### config.mk
export PLATFORM = sky130hd
export DESIGN_NAME = interrupt_ctrl
export DESIGN_NICKNAME = d
export VERILOG_FILES = /design/src/rtl/irq_pkg.sv /design/src/rtl/irq_sync.sv /design/src/rtl/interrupt_ctrl.sv
export SDC_FILE = /design/constraint.sdc
export NUM_CORES = 1
export LEC_CHECK = 0
export ABC_AREA = 1
export BUFFER_PORTS_ARGS = -buffer_cell sky130_fd_sc_hd__buf_4
export CORE_UTILIZATION = 41
export CTS_CLUSTER_SIZE = 16
export DETAILED_ROUTE_END_ITERATION = 8
export PLACE_DENSITY = 0.89
export SLEW_MARGIN = 5
export SYNTH_ARGS = -nofsm -noshare
export SYNTH_HDL_FRONTEND = slang
export SYNTH_SLANG_ARGS = --single-unit
### constraint.sdc
create_clock -name clk -period 1.4 [get_ports clk]
set_input_delay 0.28 -clock clk [delete_from_list [all_inputs] [get_ports clk]]
set_output_delay 0.28 -clock clk [all_outputs]
set_load 0.01 [all_outputs]
### src/rtl/irq_pkg.sv
// Shared types and constants for the machine-mode interrupt controller:
// FSM state encoding, mcause values and mip bit positions.
package irq_pkg;

    typedef enum logic [1:0] {
        IDLE  = 2'd0,
        DRAIN = 2'd1,
        TRAP  = 2'd2
    } irq_state_e;

    localparam logic [31:0] CAUSE_MTI = 32'h8000_0007;
    localparam logic [31:0] CAUSE_MEI = 32'h8000_000B;

    localparam int MTIP_BIT = 7;
    localparam int MEIP_BIT = 11;

    function automatic logic [31:0] mip_pack(input logic mtip, input logic meip);
        logic [31:0] v;
        v           = '0;
        v[MTIP_BIT] = mtip;
        v[MEIP_BIT] = meip;
        return v;
    endfunction

endpackage

### src/rtl/irq_sync.sv
// Two-flop synchronizer for the asynchronous external interrupt line.
// Only compiled when IRQ_EXT_SYNC_EN is defined, since nothing else uses it.
`ifdef IRQ_EXT_SYNC_EN
module irq_sync (
    input  logic clk,
    input  logic rst,
    input  logic d,
    output logic q
);

    logic meta_p0;
    logic sync_p1;

    always_ff @(posedge clk) begin
        if (rst) begin
            meta_p0 <= 1'b0;
            sync_p1 <= 1'b0;
        end else begin
            meta_p0 <= d;
            sync_p1 <= meta_p0;
        end
    end

    assign q = sync_p1;

endmodule
`endif

### src/rtl/interrupt_ctrl.sv
// Machine-mode interrupt controller: waits for MW to drain, then raises a one-cycle trap.
// Define IRQ_EXT_SYNC_EN to pass External_Intrpt through a 2-flop synchronizer.
module interrupt_ctrl
    import irq_pkg::*;
(
    input  logic        clk,
    input  logic        rst,
    input  logic        Timer_Intrpt,
    input  logic        External_Intrpt,
    input  logic        mstatus_mie,
    input  logic        mie_mtie,
    input  logic        mie_meie,
    input  logic        Stall_MW,
    input  logic        mret_MW,
    input  logic [31:0] pc_DE,
    output logic        trap_req,
    output logic [31:0] trap_cause,
    output logic [31:0] trap_epc,
    output logic        flush,
    output logic [31:0] mip_out
);

    logic       meip;
    logic       mtip;
    logic       ext_take;
    logic       take;
    logic       latch_en;
    irq_state_e state;
    irq_state_e state_nxt;

`ifdef IRQ_EXT_SYNC_EN
    irq_sync u_ext_sync (
        .clk (clk),
        .rst (rst),
        .d   (External_Intrpt),
        .q   (meip)
    );
`else
    assign meip = External_Intrpt;
`endif

    assign mtip     = Timer_Intrpt;
    assign ext_take = mie_meie & meip;
    assign take     = mstatus_mie & (ext_take | (mie_mtie & mtip));

    always_ff @(posedge clk) begin
        if (rst) begin
            state <= IDLE;
        end else begin
            state <= state_nxt;
        end
    end

    // An mret retiring this cycle would race the mepc write, so entry waits a cycle.
    always_comb begin
        state_nxt = state;
        latch_en  = 1'b0;
        case (state)
            IDLE: begin
                if (take && !mret_MW) begin
                    state_nxt = DRAIN;
                end
            end
            DRAIN: begin
                if (!take) begin
                    state_nxt = IDLE;
                end else if (!Stall_MW) begin
                    state_nxt = TRAP;
                    latch_en  = 1'b1;
                end
            end
            TRAP: begin
                state_nxt = IDLE;
            end
            default: begin
                state_nxt = IDLE;
            end
        endcase
    end

    // Cause is chosen at the drain exit so a late external interrupt still wins.
    always_ff @(posedge clk) begin
        if (rst) begin
            trap_cause <= '0;
            trap_epc   <= '0;
        end else if (latch_en) begin
            trap_cause <= ext_take ? CAUSE_MEI : CAUSE_MTI;
            trap_epc   <= pc_DE;
        end
    end

    always_ff @(posedge clk) begin
        if (rst) begin
            mip_out <= '0;
        end else begin
            mip_out <= mip_pack(mtip, meip);
        end
    end

    assign trap_req = (state == TRAP);
    assign flush    = (state == TRAP);

endmodule

==> results.json <==
{
  "endpoint_kind": "primary output",
  "hold_ws_ns": 0.215,
  "slew_viol_final": 0,
  "die_h_um": 70.8,
  "cts_buffer_depth": 2,
  "finalCritPeriodShare_pct": 90.1,
  "port_buffers": 81,
  "drive_gt1_share_pct": 35.7,
  "grtUsageMet2_pct": 26.0,
  "cts_tree": "done",
  "cellPowerDensity_nw_per_um2": 846,
  "grt-busiest-layer": "met2",
  "wl_per_cell_um": 10.1,
  "leakagePower_nw": 1.17,
  "worstSetupPathType": "flop to primary output",
  "cts_sinks": 39,
  "drc_errors": 0,
  "cp.arrival_ns": 0.98,
  "rsz0062_at_grt": "false",
  "cts_root_buf": "clkbuf_8",
  "multi_input_area_um2": 817,
  "ant_nets": 0,
  "gr-usage-met1_pct": 16.9,
  "final_net_count": 359,
  "ys_ff_latch": 39,
  "worst-path-max-fanout": 3,
  "hold_buffers": 0,
  "ys_seq_area_share_pct": 40.3,
  "netlist_area_um2": 1940,
  "fin_crit_ns": 1.26,
  "final_util_pct": 55.4,
  "syn_inst": 239,
  "grt_pass1_wl_mm": 5.81,
  "gp_congestion": 0.751,
  "synth_area_per_cell_um2": 8.11,
  "fillers": 426,
  "yosys_warnings": 0,
  "via_per_inst": 4.12,
  "insertion_delay_ns": 0.28,
  "rows": 24,
  "antenna_cells": 0,
  "hold_path_class": "input port to flop",
  "drt-total-wl_mm": 3.74,
  "regArea_um2": 782,
  "cts_made_buffers": 5,
  "track_usage_pct": 14.7,
  "cts.clk_slew.worst_paths_ns": 0.07,
  "die_area_um2": 5010,
  "vdd_drop_max_mv": 0.512,
  "initial_core_util_pct": 43.6,
  "drt_iter0_markers": 71,
  "first_pass_iters": 6,
  "fmax_mhz": 793,
  "htreeDepth": 2,
  "grt_pass1_vias": 1321,
  "die_width_um": 70.8,
  "pin_count": 139,
  "ys_types": 21,
  "finClkSkew_ns": 0.00202,
  "area_growth_pct": 27.0,
  "grt_max_degree": 30,
  "status": "completed",
  "coreArea_um2": 4440,
  "hpwl_mm": 2.84,
  "setup-tns-final_ns": 0,
  "overflow": 0,
  "cap_viol_max_count": 0,
  "antenna_found_initial": 0,
  "power_mw": 2.08,
  "cp-start-kind": "flop",
  "met3_usage_pct": 4.27,
  "finalHoldViolations": 0,
  "via_count": 1527,
  "cp.required_ns": 1.12,
  "setup_viol": 0
}
-- synth_stat cells (all sizes together) --
library cell  number  area share [%]
o21bai             1            0.39
o21a               1            0.39
a21oi             33             9.7
buf               67              27
o21ai              1            0.26
clkbuf             3            0.58
inv                9             1.7
nand3              1            0.90
nor2               9             3.0
nand2             73              15
nand4              1            0.65
dfxtp             39              40
conb               1            0.19
-- per-layer routing --
layer / up-vias / part of all wire (%)
met5: - / 0
met4: 0 / 0.77
met3: 4 / 7.5
met2: 81 / 50
met1: 664 / 42
li1: 778 / -
-- final cells by class --
type | count | area share, %
flip-flops and latches | 39 | 31.8
multi-input cells | 177 | 33.2
inverters | 9 | 1.37
repair buffers | 86 | 27.7
clock inverters | 1 | 0.203
clock buffers | 7 | 3.10
well taps | 52 | 2.64
-- worst max-delay path, stage by stage (launching register included) --
cell,delay [ns]
dfxtp_2,0.36
inv_1,0.05
nor2_1,0.15
buf_4,0.15
-- flip-flops by register name (all words and copies together) (netlist names) --
signal and cells:
mip_out 2, state 2, trap_cause 3, trap_epc 32
-- cells in the final DEF (no fill, tap or decap) --
cell type,Yosys,final
a21oi_1,27,27
a21oi_2,6,6
buf_12,0,3
buf_4,63,83
clkbuf_1,3,2
clkbuf_8,0,5
clkinv_2,0,1
conb_1,1,57
dfxtp_1,39,38
dfxtp_2,0,1
inv_1,8,8
inv_2,1,1
nand2_1,63,63
nand2_2,10,10
nand3_4,1,1
nand4_4,0,1
nor2_1,7,7
nor2_4,1,1
nor2_8,1,1
o21a_1,1,1
o21ai_0,1,1
o21bai_1,1,1
-- stage by stage --
stage	std cells	setup WS, ns	cell area (um2)
2_1_floorplan	295	0.275	2150
6_report	371	0.139	2460
4_1_cts	371	0.0670	2450
3_5_place_dp	363	0.123	2370
3_3_place_gp	363	0.176	2370
5_1_grt	371	0.0259	2460
-- repair_timing --
item                       in CTS  in global routing
resized for setup               0                  2
setup buffers                   0                  0
hold endpoints to repair        0                  0
setup endpoints to repair       0                  3
-- path summary, 6_finish.rpt --
check                  startpoint  depth (start not counted)  slack [ns]            to
hold reg to reg      trap_epc[18]                          2        0.47  trap_epc[18]
hold / removal    External_Intrpt                          3        0.22   mip_out[11]
setup reg to reg         state[0]                          7        0.14   trap_epc[3]
setup / recovery         state[1]                          3        0.14      trap_req
-- logic make-up after synthesis --
group,after synthesis,share of synthesized area [%]
compound gates,36,10.7
buf+inv,79,28.9
flops,39,40.3
other cells,1,0.193
simple gates,84,19.9
-- report_power, final --
part	switching [mW]	total, mW	internal (mW)
Clock	0.352	0.702	0.349
Sequential	0.00618	1.13	1.12
Combinational	0.150	0.254	0.104
Total	0.508	2.08	1.57
(Power assumes the default switching activity.)
